==> src/rtl/bcd_updown_counter_pkg.sv <==
// Shared BCD constants and digit helpers for the up/down BCD counter.
package bcd_updown_counter_pkg;
  localparam int         DIGIT_W = 4;
  localparam logic [3:0] BCD_MAX = 4'd9;
  localparam logic [3:0] BCD_MIN = 4'd0;

  function automatic logic digit_ok(input logic [DIGIT_W-1:0] v);
    return v <= BCD_MAX;
  endfunction
endpackage

==> src/rtl/bcd_updown_counter_digit.sv <==
// One BCD digit: load with invalid-digit scrub, and wrap-around up/down step gated by the chain.
module bcd_digit
  import bcd_updown_counter_pkg::*;
(
  input  logic               Clock,
  input  logic               Clear,
  input  logic               en,
  input  logic               up,
  input  logic               load,
  input  logic [DIGIT_W-1:0] d,
  output logic [DIGIT_W-1:0] q,
  input  logic               cin,
  output logic               cout,
  output logic               bad
);
  logic [DIGIT_W-1:0] q_d, q_q;

  always_comb begin
    q_d = q_q;
    if (load) begin
      q_d = digit_ok(d) ? d : BCD_MIN;
    end else if (en && cin) begin
      if (up) q_d = (q_q == BCD_MAX) ? BCD_MIN : q_q + 4'd1;
      else    q_d = (q_q == BCD_MIN) ? BCD_MAX : q_q - 4'd1;
    end
  end

  always_ff @(posedge Clock or posedge Clear) begin
    if (Clear) q_q <= BCD_MIN;
    else       q_q <= q_d;
  end

  assign q    = q_q;
  assign cout = cin & (up ? (q_q == BCD_MAX) : (q_q == BCD_MIN));
  assign bad  = load & ~digit_ok(d);
endmodule

==> src/rtl/bcd_updown_counter.sv <==
// Multi-digit BCD up/down counter with parallel load, terminal count, wrap pulse and sticky load error.
module bcd_updown_counter
  import bcd_updown_counter_pkg::*;
#(
  parameter int DIGITS = 4
) (
  input  logic                Clock,
  input  logic                Clear,
  input  logic                E,
  input  logic                Up,
  input  logic                Load,
  input  logic [4*DIGITS-1:0] D,
  output logic [4*DIGITS-1:0] BCD,
  output logic                TC,
  output logic                Wrap,
  output logic                Err
);
  logic [DIGITS:0]   carry;
  logic [DIGITS-1:0] bad;
  logic              wrap_d, wrap_q;
  logic              err_d, err_q;

  assign carry[0] = E;

  for (genvar k = 0; k < DIGITS; k++) begin : g_dig
    bcd_digit u_dig (
      .Clock (Clock),
      .Clear (Clear),
      .en    (E),
      .up    (Up),
      .load  (Load),
      .d     (D[DIGIT_W*k +: DIGIT_W]),
      .q     (BCD[DIGIT_W*k +: DIGIT_W]),
      .cin   (carry[k]),
      .cout  (carry[k+1]),
      .bad   (bad[k])
    );
  end

  // Carry out of the top digit means every digit sits at its terminal value.
  assign TC = carry[DIGITS] & ~Load;

  always_comb begin
    wrap_d = TC;
    err_d  = err_q | (|bad);
  end

  always_ff @(posedge Clock or posedge Clear) begin
    if (Clear) begin
      wrap_q <= 1'b0;
      err_q  <= 1'b0;
    end else begin
      wrap_q <= wrap_d;
      err_q  <= err_d;
    end
  end

  assign Wrap = wrap_q;
  assign Err  = err_q;
endmodule

==> config.mk <==
export PLATFORM = sky130hd
export DESIGN_NAME = bcd_updown_counter
export DESIGN_NICKNAME = d
export VERILOG_FILES = /design/src/rtl/bcd_updown_counter_pkg.sv /design/src/rtl/bcd_updown_counter_digit.sv /design/src/rtl/bcd_updown_counter.sv
export SDC_FILE = /design/constraint.sdc
export NUM_CORES = 1
export LEC_CHECK = 0
export ABC_CLOCK_PERIOD_IN_PS = 2200
export CAP_MARGIN = 15
export CORE_AREA = 3 3 65 67
export CTS_CLUSTER_SIZE = 28
export DETAILED_ROUTE_END_ITERATION = 8
export DIE_AREA = 0 0 68 70
export PLACE_DENSITY = 0.75
export SLEW_MARGIN = 5
export SYNTH_ARGS = -nofsm -noshare
export SYNTH_HDL_FRONTEND = slang
export SYNTH_SLANG_ARGS = --single-unit
==> constraint.sdc <==
create_clock -name Clock -period 2.2 [get_ports Clock]
set_input_delay 0.44 -clock Clock [delete_from_list [all_inputs] [get_ports Clock]]
set_output_delay 0.44 -clock Clock [all_outputs]
set_load 0.03 [all_outputs]
# == After elaboration in Yosys (flattened, before gate mapping) ==
# Index checks and enable logic that the tools add are counted.
# totals
reg_bits,18
in_bits,21
out_inout_bits,19
elab_cells,77
# op_classes
addsub,8
order_cmp,4
n_eq_ne,4
n_mux,28
bitwise,15
n_reduce_logical,12
# op_table
op,n
4-bit 2-to-1 mux,24
4-bit by 1-bit adder with 4-bit output (second input constant),4
4-bit == test (second input constant),4
4-bit <= comparator (second input constant),4
4-bit logical NOT,4
4-bit by 1-bit subtractor with 4-bit output (second input constant),4
1-bit bitwise AND,9
2-bit nonzero test,4
1-bit inverter,5
1-bit 2-to-1 mux,4
4-bit OR reduction,1
1-bit logical AND,3
1-bit bitwise OR,1

# == Longest topological paths before layout ==
# Gate-level depths: netlist of the first run.
# logic_depth
ltp_word,8
depth_mapped,7
depth_no_buf,5

# == Modules after synthesis ==
# From an unflattened synthesis of the first run, not the netlist that was laid out.
# hier_totals
hier_cells,207
hier_area_um2,1629.1
# by_module_without_submodules
module,instances,cells_per_inst,area_per_inst_um2,seq_area_each_um2
bcd_digit,4,50,389.1,100.1
bcd_updown_counter,1,7,72.6,50.0

# == Worst setup path before layout of the first run ==
# OpenSTA, ideal clock, no wires.
# synth_timing
path_type,register to output
from,register g_dig[1].u_dig.q_q[3]
to,output port TC
arrival_ps,1707
t_required_ps,1760
path_slack_ps,53
stages_incl_launch_ff,6
n_path_buf,1
cell_sequence,dfrtp_1 > clkbuf_1 > or2_2 > o21ai_0 > a21boi_0 > and4_1
# synth_between
elab_chain_len,6
# synth_lines
element,line_no,rtl
from (decl),bcd_updown_counter_digit.sv:16,"logic [DIGIT_W-1:0] q_d, q_q;"
from (signal assigned),bcd_updown_counter_digit.sv:30,else q_q <= q_d;
4-bit == test or 4-bit logical NOT (tied branches),bcd_updown_counter_digit.sv:34,assign cout = cin & (up ? (q_q == BCD_MAX) : (q_q == BCD_MIN));
1-bit 2-to-1 mux (*),bcd_updown_counter_digit.sv:34,
1-bit bitwise AND (*) (3 in a row),bcd_updown_counter_digit.sv:34,
1-bit bitwise AND (*),bcd_updown_counter.sv:41,assign TC = carry[DIGITS] & ~Load;
to (decl),bcd_updown_counter.sv:14,"output logic TC,"
# Mark *: on every way between the ends. The rest lies on a longest branch, timed or not.

# == Worst setup path after layout of the first run ==
# layout_timing
from,input port Up
to,output port TC
# layout_between
elab_chain_len,6
# layout_lines
element,line_no,rtl
from (decl),bcd_updown_counter.sv:10,"input logic Up,"
1-bit 2-to-1 mux,bcd_updown_counter_digit.sv:34,
1-bit bitwise AND (3 in a row),bcd_updown_counter_digit.sv:34,
1-bit bitwise AND (*),bcd_updown_counter_digit.sv:34,
1-bit bitwise AND (*),bcd_updown_counter.sv:41,
# Marked as above.

==> results of run 1 <==
## power breakdown
group	leakage (uW)	internal (uW)	switching (uW)
Combinational	0.000548	230	249
Sequential	0.000228	360	38.8
Clock	0.0000288	159	120
Total	0.000804	749	408
## registers in the layout (all words and copies together) (netlist names)
signal,flops
Err,1
Wrap,1
g_dig.u_dig.q,16
## metrics by stage
stage / setup WS (ps) / instance area, um^2
6_report: 46.2 / 2130
5_1_grt: -37.4 / 2130
4_1_cts: 36.7 / 2130
3_5_place_dp: -349 / 2050
3_3_place_gp: -305 / 2050
2_1_floorplan: 52.5 / 1650
## layer usage
layer | global-route usage | vias up | wire length (um)
met1 | 0.257 | 721 | 1870
met3 | 0.0257 | 3 | 160
met4 | 0.0331 | 0 | 26
met5 | 0 | - | 0
met2 | 0.248 | 46 | 1700
li1 | - | 823 | -
## logic make-up (layout without fill, tap and decap cells)
group,count (synthesis),after routing
and+or+nand+nor,68,68
AOI/OAI and AO/OA,67,67
buffers and inverters,32,73
DFF,18,18
xor gates and xnor gates,10,10
muxes,6,6
## cell type report
cell class / instances / area share
clock buffers: 4 / 0.0258
well taps: 48 / 0.0282
repair buffers: 60 / 0.257
multi-input cells: 151 / 0.461
inverters: 9 / 0.0158
flip-flops and latches: 18 / 0.212
## layout by cell type (no fill, tap or decap), types with 2 or more instances in the layout
cell type	n
a211oi_1	2
a21boi_0	2
a21oi_1	9
a221o_1	3
a22o_1	2
a22oi_1	2
a311o_1	2
a31oi_1	2
and4_1	2
buf_4	21
clkbuf_8	4
clkdlybuf4s50_1	36
dfrtp_1	17
inv_1	9
mux2i_1	6
nand2_1	21
nand3_1	13
nand3b_1	4
nand4b_1	3
nor2_1	7
nor4_1	5
o21ai_0	16
o21ai_1	7
o21bai_1	3
o22ai_1	6
o32ai_1	2
or2_2	2
or3_1	3
xnor2_1	10
## timing repair
item	CTS	global route
gates resized for setup	10	0
pin swaps	3	1
setup buffers	1	1
hold buffers	0	0
setup endpoints to repair	6	1
## worst paths after layout
path                                  endpoint  slack, ps  cells past startpoint
max in group asynchronous  g_dig[0].u_dig.q[2]       1490                      3
hold reg to reg                            Err        460                      1
setup reg to reg           g_dig[3].u_dig.q[3]        350                      5
setup / recovery                            TC         50                      6
hold / removal                             Err        460                      1
min in group asynchronous  g_dig[1].u_dig.q[3]        490                      3
==> reports/results.ini, run 1 <==
[global_routing]
grt_use_total = 0.168
grt_start_max_net_pins = 35
overflow = 0
grt_pass1_wl_um = 6400
grt_pass1_vias = 1388
antenna_found_initial = 0

[cells_and_area]
final_util = 0.578
drive_gt1_frac = 0.153
multiInputGateArea_um2 = 983
final_cells = 290
regArea_um2 = 452
fillers = 358
finalNetCount = 264
antenna-diode-count = 0
area_growth_syn_to_layout_pct = 29.6

[sta]
finalMaxSlewViolations = 0
rsz0062_at_grt = yes
finalCritPeriodShare = 0.979
relSlewSlack = 0.691
hold_viol_final = 0
fmax_mhz = 464
setup_tns_ps = 0
period_needed_ps = 2150
finalClockSkew_ps = 2.47
holdWs_ps = 465
worst_slew_pin_slew_ps = 458
finalSetupViolCount = 0

[synthesis]
syn_inst = 201
ys_warn_count = 0
synth_area_um2 = 1650
synth_common_cells = 21 x nand2_1, 18 x dfrtp_1, 17 x o21ai_0
synth.most_common_cell = nand2_1
synth-xor-area-share = 0.0532
synth_top_area_frac = 0.274
syn_area_per_cell_um2 = 8.19
ys_ff_latch = 18
synth-edff-count = 0
yosys-top-cells-area = dfrtp_1 27%, xnor2_1 5.3%, o21ai_0 5.2%, nand2_1 4.8%, clkbuf_8 4.2%
ys_seq_area_frac = 0.274
synth-adder-area-share = 0
ys_types = 50
synth_top_family_by_area = compound AO/OA/AOI/OAI gates
synth_top_area_cell = dfrtp_1
synthArstFlopShare = 1.00
synth.mux.area_fraction = 0.0365
ys.flop_type = dfrtp_1
synth-simple-area-share = 0.226
synth.net_count = 222
synth_compound_area_frac = 0.274

[route]
first_iter_violations = 86
final_antenna_net_count = 0
drc_errors = 0
vias_per_cell = 5.49
routed_wl_um = 3750
wl_per_cell_um = 12.9
drtPass1Iterations = 4
vias = 1593

[worst_hold_path]
hp-start = Err
holdCritPathClass = flop to flop

[clock_network]
root_buffer = clkbuf_8
htreeDepth = 1
clock_path_buffers = 2
clock_sinks = 18
cts_buffers = 3
worstSkewPairLatency_ps = 260
cts_tree = yes
cts.clk_slew.worst_paths_ps = 70

[setup_path]
critPathTopFamily = simple AND/OR/NAND/NOR gates
arrival_ps = 1710
cp.required_ps = 1760
worstSetupStartpoint = Up
worstPathMaxFanout = 7
rr_startpoint = g_dig[2].u_dig.q[0]
path_cells = clkdlybuf4s15_2 > or2_2 > o21ai_1 > a21boi_0 > and4_1 > buf_6
cp_slowest_cell = or2_2
crit_path_max_incr_delay_ps = 320
critPathBufInv = 2
criticalPathCategory = input pin to output port
cp-start-kind = input pin
end_kind = output port

[floorplanning]
ios = 40
die_y_um = 70
start_util = 0.446
fp.dieArea_um2 = 4760
rows = 22
die_x_um = 68
core_area_um2 = 3690

[pwr]
finalPower_uw = 1160
power_density_nw_per_um2 = 542
ir_worst_vdd_uv = 262
p_leak_uw = 0.000804

[placed_design]
globalplace.congestion = 0.872
dpl.hpwl_um = 2820
dp.cells = 284
place.port_buffers = 39

[run_status]
status = finished, final reports clean

[flow_run]
maxCapViolCount = 0

Power figures use the tool's default switching activity.
==> run 2: changes to the inputs <==
--- a/config.mk
+++ b/config.mk
@@ -5,7 +5,7 @@
 export SDC_FILE = /design/constraint.sdc
 export NUM_CORES = 1
 export LEC_CHECK = 0
-export ABC_CLOCK_PERIOD_IN_PS = 2200
+export ABC_CLOCK_PERIOD_IN_PS = 2000
 export CAP_MARGIN = 15
 export CORE_AREA = 3 3 65 67
 export CTS_CLUSTER_SIZE = 28
==> constraint.sdc (replaced) <==
create_clock -name Clock -period 2 [get_ports Clock]
set_input_delay 0.4 -clock Clock [delete_from_list [all_inputs] [get_ports Clock]]
set_output_delay 0.4 -clock Clock [all_outputs]
set_load 0.03 [all_outputs]
==> reports/results.ini, run 2 (synthesis gave the netlist of run 1 again) <==
[run_status]
status = complete, but fails checks
violations = setup timing

[global_routing]
antenna_found_initial = 0
grt_use_total = 0.166
grt_pass1_vias = 1377
grt_pass1_wl_um = 6240
grt_start_max_net_pins = 35
overflow = 0

[placed_design]
dpl.hpwl_um = 2930
globalplace.congestion = 0.814
place.port_buffers = 39

[clock_network]
cts_tree = yes
htreeDepth = 1
worstSkewPairLatency_ps = 250
root_buffer = clkbuf_8
clock_path_buffers = 2
cts_buffers = 3
cts.clk_slew.worst_paths_ps = 70
postCtsHoldBufs = 0
clock_sinks = 18

[cells_and_area]
regArea_um2 = 455
final_common_cell = clkdlybuf4s50_1
multiInputGateArea_um2 = 1020
area_growth_syn_to_layout_pct = 32.7
fillers = 353
finalNetCount = 267
layout_common_cells = 35 x clkdlybuf4s50_1, 24 x buf_4, 21 x nand2_1
antenna-diode-count = 0
largest_register_ffs = 16
drive_gt1_frac = 0.188
final_util = 0.592

[floorplanning]
fp.dieArea_um2 = 4760
ios = 40
rows = 22
core_area_um2 = 3690
die_x_um = 68
die_y_um = 70
start_util = 0.446

[setup_path]
reg2regPathDepth = 5
rrSetupSlack_ps = 170
arrival_ps = 1750
end_kind = output port
cp.required_ps = 1600
r2r_end = g_dig[3].u_dig.q[3]
rr_startpoint = g_dig[2].u_dig.q[0]
criticalPathCategory = input pin to output port
worstPathMaxFanout = 12
cp-start-kind = input pin

[route]
vias = 1628
drtPass1Iterations = 4
routed_wl_um = 3930
drc_errors = 0
final_antenna_net_count = 0
wl_per_cell_um = 13.4
vias_per_cell = 5.56
first_iter_violations = 114

[pwr]
ir_worst_vdd_uv = 297
p_leak_uw = 0.000833
power_density_nw_per_um2 = 579
seq_power_share = 0.342
power.switching_uw = 455
power_frac_comb = 0.447
swShare = 0.360
p_int_uw = 809
pwr-share-clk = 0.211

[sta]
fmax_mhz = 465
holdWs_ps = 461
finalClockSkew_ps = 1.03
worst_slew_pin_slew_ps = 357
period_needed_ps = 2150
hold_viol_final = 0
finalCritPeriodShare = 1.07
finalSetupViolCount = 1
finalMaxSlewViolations = 0
setup_slack_ps = -149
relSlewSlack = 0.760
rsz0062_at_grt = yes

[flow_run]
maxCapViolCount = 0

[worst_hold_path]
holdCritPathClass = input pin to async pin

-- run 2: changes by cell type in the layout (fill, tap and decap cells not counted), moves of 2 or more --
cell / before / now
buf_4: 21 / 24
dfrtp_1: 17 / 14
and4_1: 2 / 0
dfrtp_2: 1 / 4
-- run 2: how the worst max path moves through the flow --
stage,slack [ps],end,depth (start not counted),startpoint
detailed placement,-490,TC,6,Up
floorplan,10,TC,4,g_dig[0].u_dig.q[1]
global placement,-450,TC,6,Up
finish,-150,TC,6,Up
CTS,-140,TC,4,g_dig[3].u_dig.q[3]
global route,-200,TC,4,g_dig[3].u_dig.q[3]
-- run 2: final cells by class --
cell class	count	area share
Multi-Input combinational cell	151	0.466
Timing Repair Buffer	63	0.262
Sequential cell	18	0.208
Tap cell	48	0.0275
Clock buffer	4	0.0206
Inverter	9	0.0155
-- run 2: power by group through the flow --
stage	clock network, uW	logic (uW)	registers [uW]
global route	289	614	437
floorplan	0	307	497
CTS	273	563	431
finish	267	566	432
global placement	0	547	434
detailed placement	0	551	434
-- run 2: worst max-delay path: stages --
cell           delay (ps)
dlygate4sd2_1         300
buf_4                 200
or3_4                 400
nand2_1               100
and4_4                230
buf_6                 130
-- run 2: per-stage QoR --
stage / worst slack (ps) / setup TNS, ps / instances / power [uW] / area (um^2)
after floorplan: 9.68 / 0 / 201 / 804 / 1660
after global placement: -454 / -5080 / 289 / 981 / 2090
after detailed placement: -492 / -5380 / 289 / 985 / 2090
after CTS: -142 / -142 / 293 / 1270 / 2160
after global routing: -197 / -197 / 293 / 1340 / 2180
final: -149 / -149 / 293 / 1260 / 2180
-- run 2: metal layers --
metal | vias to the layer above | share of wire | GRT usage
met2 | 45 | 0.47 | 0.256
met4 | 0 | 0.020 | 0.0662
met5 | - | 0 | 0
met1 | 746 | 0.48 | 0.232
met3 | 7 | 0.035 | 0.0177
li1 | 830 | - | -
-- run 2: timing repair --
action                                  4_1_cts  5_1_grt
pin swaps                                     5        1
endpoints found under the hold margin         0        0
setup buffers                                 0        0
gates resized for setup                      10        5
endpoints found under the setup margin       12        7
cloned                                        0        0
==> run 3: changes to the inputs <==
--- a/config.mk
+++ b/config.mk
@@ -7,11 +7,13 @@
 export LEC_CHECK = 0
 export ABC_CLOCK_PERIOD_IN_PS = 2000
 export CAP_MARGIN = 15
-export CORE_AREA = 3 3 65 67
+export CELL_PAD_IN_SITES_DETAIL_PLACEMENT = 2
+export CELL_PAD_IN_SITES_GLOBAL_PLACEMENT = 2
+export CORE_AREA = 3 3 80 82
 export CTS_CLUSTER_SIZE = 28
 export DETAILED_ROUTE_END_ITERATION = 8
-export DIE_AREA = 0 0 68 70
-export PLACE_DENSITY = 0.75
+export DIE_AREA = 0 0 83 85
+export PLACE_DENSITY = 0.82
 export SLEW_MARGIN = 5
 export SYNTH_ARGS = -nofsm -noshare
 export SYNTH_HDL_FRONTEND = slang
==> reports/results.ini, run 3 (synthesis gave the netlist of run 1 again) <==
[sta]
holdWs_ps = 470
setup_tns_ps = -146
hold_viol_final = 0
period_needed_ps = 2150
finalClockSkew_ps = 4.28
setup_slack_ps = -146
finalSetupViolCount = 1
finalCritPeriodShare = 1.07
relSlewSlack = 0.665
finalMaxSlewViolations = 0
fmax_mhz = 466
worst_slew_pin_slew_ps = 497
rsz0062_at_grt = yes

[route]
wl_per_cell_um = 17.0
vias = 1705
vias_per_cell = 5.33
final_antenna_net_count = 0
top_layer = met4
first_iter_violations = 25
wl_met3_um = 187
drtPass1Iterations = 4
drc_errors = 0
wl_met1_um = 2580
wl_met2_um = 2640
routed_wl_um = 5430

[cells_and_area]
finalNetCount = 267
drive_gt1_frac = 0.196
fillers = 700
final_util = 0.383
final_cells = 320
final_common_cell = clkdlybuf4s50_1
largest_register_ffs = 16
area_growth_syn_to_layout_pct = 35.1
antenna-diode-count = 0
layout_common_cells = 34 x clkdlybuf4s50_1, 23 x buf_4, 21 x nand2_1

[setup_path]
cp.required_ps = 1600
criticalPathCategory = flop to output port
arrival_ps = 1750
cp-start-kind = flop
end_kind = output port
worstPathMaxFanout = 2

[global_routing]
grt_pass1_wl_um = 9200
grt_use_total = 0.157
grt_pass1_vias = 1854
overflow = 0
antenna_found_initial = 0
grt_start_max_net_pins = 35

[pwr]
power_density_nw_per_um2 = 597
ir_worst_vdd_uv = 229
p_leak_uw = 0.000838

[run_status]
status = complete, but fails checks
violations = setup timing

[placed_design]
globalplace.congestion = 0.758
place.port_buffers = 39
dpl.hpwl_um = 4010
dp.cells = 316
pre_cts_ws_ps = -594

[clock_network]
htreeDepth = 1
cts.clk_slew.worst_paths_ps = 80
clock_sinks = 18
clock_path_buffers = 2
cts_tree = yes
root_buffer = clkbuf_8
cts_buffers = 3
worstSkewPairLatency_ps = 260
postCtsHoldBufs = 0

[floorplanning]
core_area_um2 = 5820
start_util = 0.283
fp.dieArea_um2 = 7060
die_y_um = 85
rows = 28
ios = 40
die_x_um = 83

[flow_run]
maxCapViolCount = 0

[worst_hold_path]
holdCritPathClass = input pin to async pin

==> run 3: changes by cell type in the layout (fill, tap and decap cells not counted) <==
cell,before,now
clkdlybuf4s15_2,0,1
clkbuf_1,1,0
clkbuf_8,3,4
nor4b_2,0,1
nor4b_4,1,0
buf_4,24,23
clkdlybuf4s50_1,35,34
buf_6,1,2
==> run 3: final cells by class <==
type / count / area [um^2] / share of cell area
timing repair buffer: 63 / 577 / 0.259
tap: 75 / 93.8 / 0.0422
inverter: 9 / 33.8 / 0.0152
sequential: 18 / 455 / 0.205
multi-input combinational: 151 / 1010 / 0.454
clock buffer: 4 / 55.1 / 0.0247
==> run 3: where the power goes <==
part / leakage [uW] / switching, uW / internal [uW]
Combinational: 0.000585 / 316 / 265
Clock: 0.0000288 / 138 / 175
Sequential: 0.000224 / 37.6 / 397
==> run 3: final timing paths <==
path	start	end	slack [ps]	cells past startpoint
hold reg to reg	Err	Err	480	1
setup / recovery	g_dig[3].u_dig.q[3]	TC	-150	4
max in group asynchronous	Clear	g_dig[1].u_dig.q[3]	1300	3
min in group Clock	Err	Err	480	1
setup reg to reg	g_dig[2].u_dig.q[0]	g_dig[3].u_dig.q[3]	130	5
hold / removal	Clear	g_dig[3].u_dig.q[0]	470	3
==> run 3: layer usage <==
metal / vias to the layer above / global-route usage
met5: - / 0
met4: 0 / 0.0253
met3: 4 / 0.0340
met2: 35 / 0.276
met1: 838 / 0.200
li1: 828 / -
==> run 3: metrics by stage <==
stage          cell area [um^2]  total power, uW
5_1_grt                    2220             1410
3_5_place_dp               2120             1010
3_3_place_gp               2120              992
2_1_floorplan              1660              804
6_report                   2220             1330
4_1_cts                    2220             1340
==> run 3: repair_timing <==
action | in CTS | in global routing
endpoints found under the setup margin | 16 | 5
endpoints found under the hold margin | 0 | 0
pin swaps | 4 | 0
setup buffers | 0 | 0
resized for setup | 13 | 5
==> run 3: worst max-delay path, stage by stage (launching register included) <==
cell and delay, ps:
dfrtp_2 410, or3_4 400, a2111oi_4 290, and4_4 270
buf_6 130
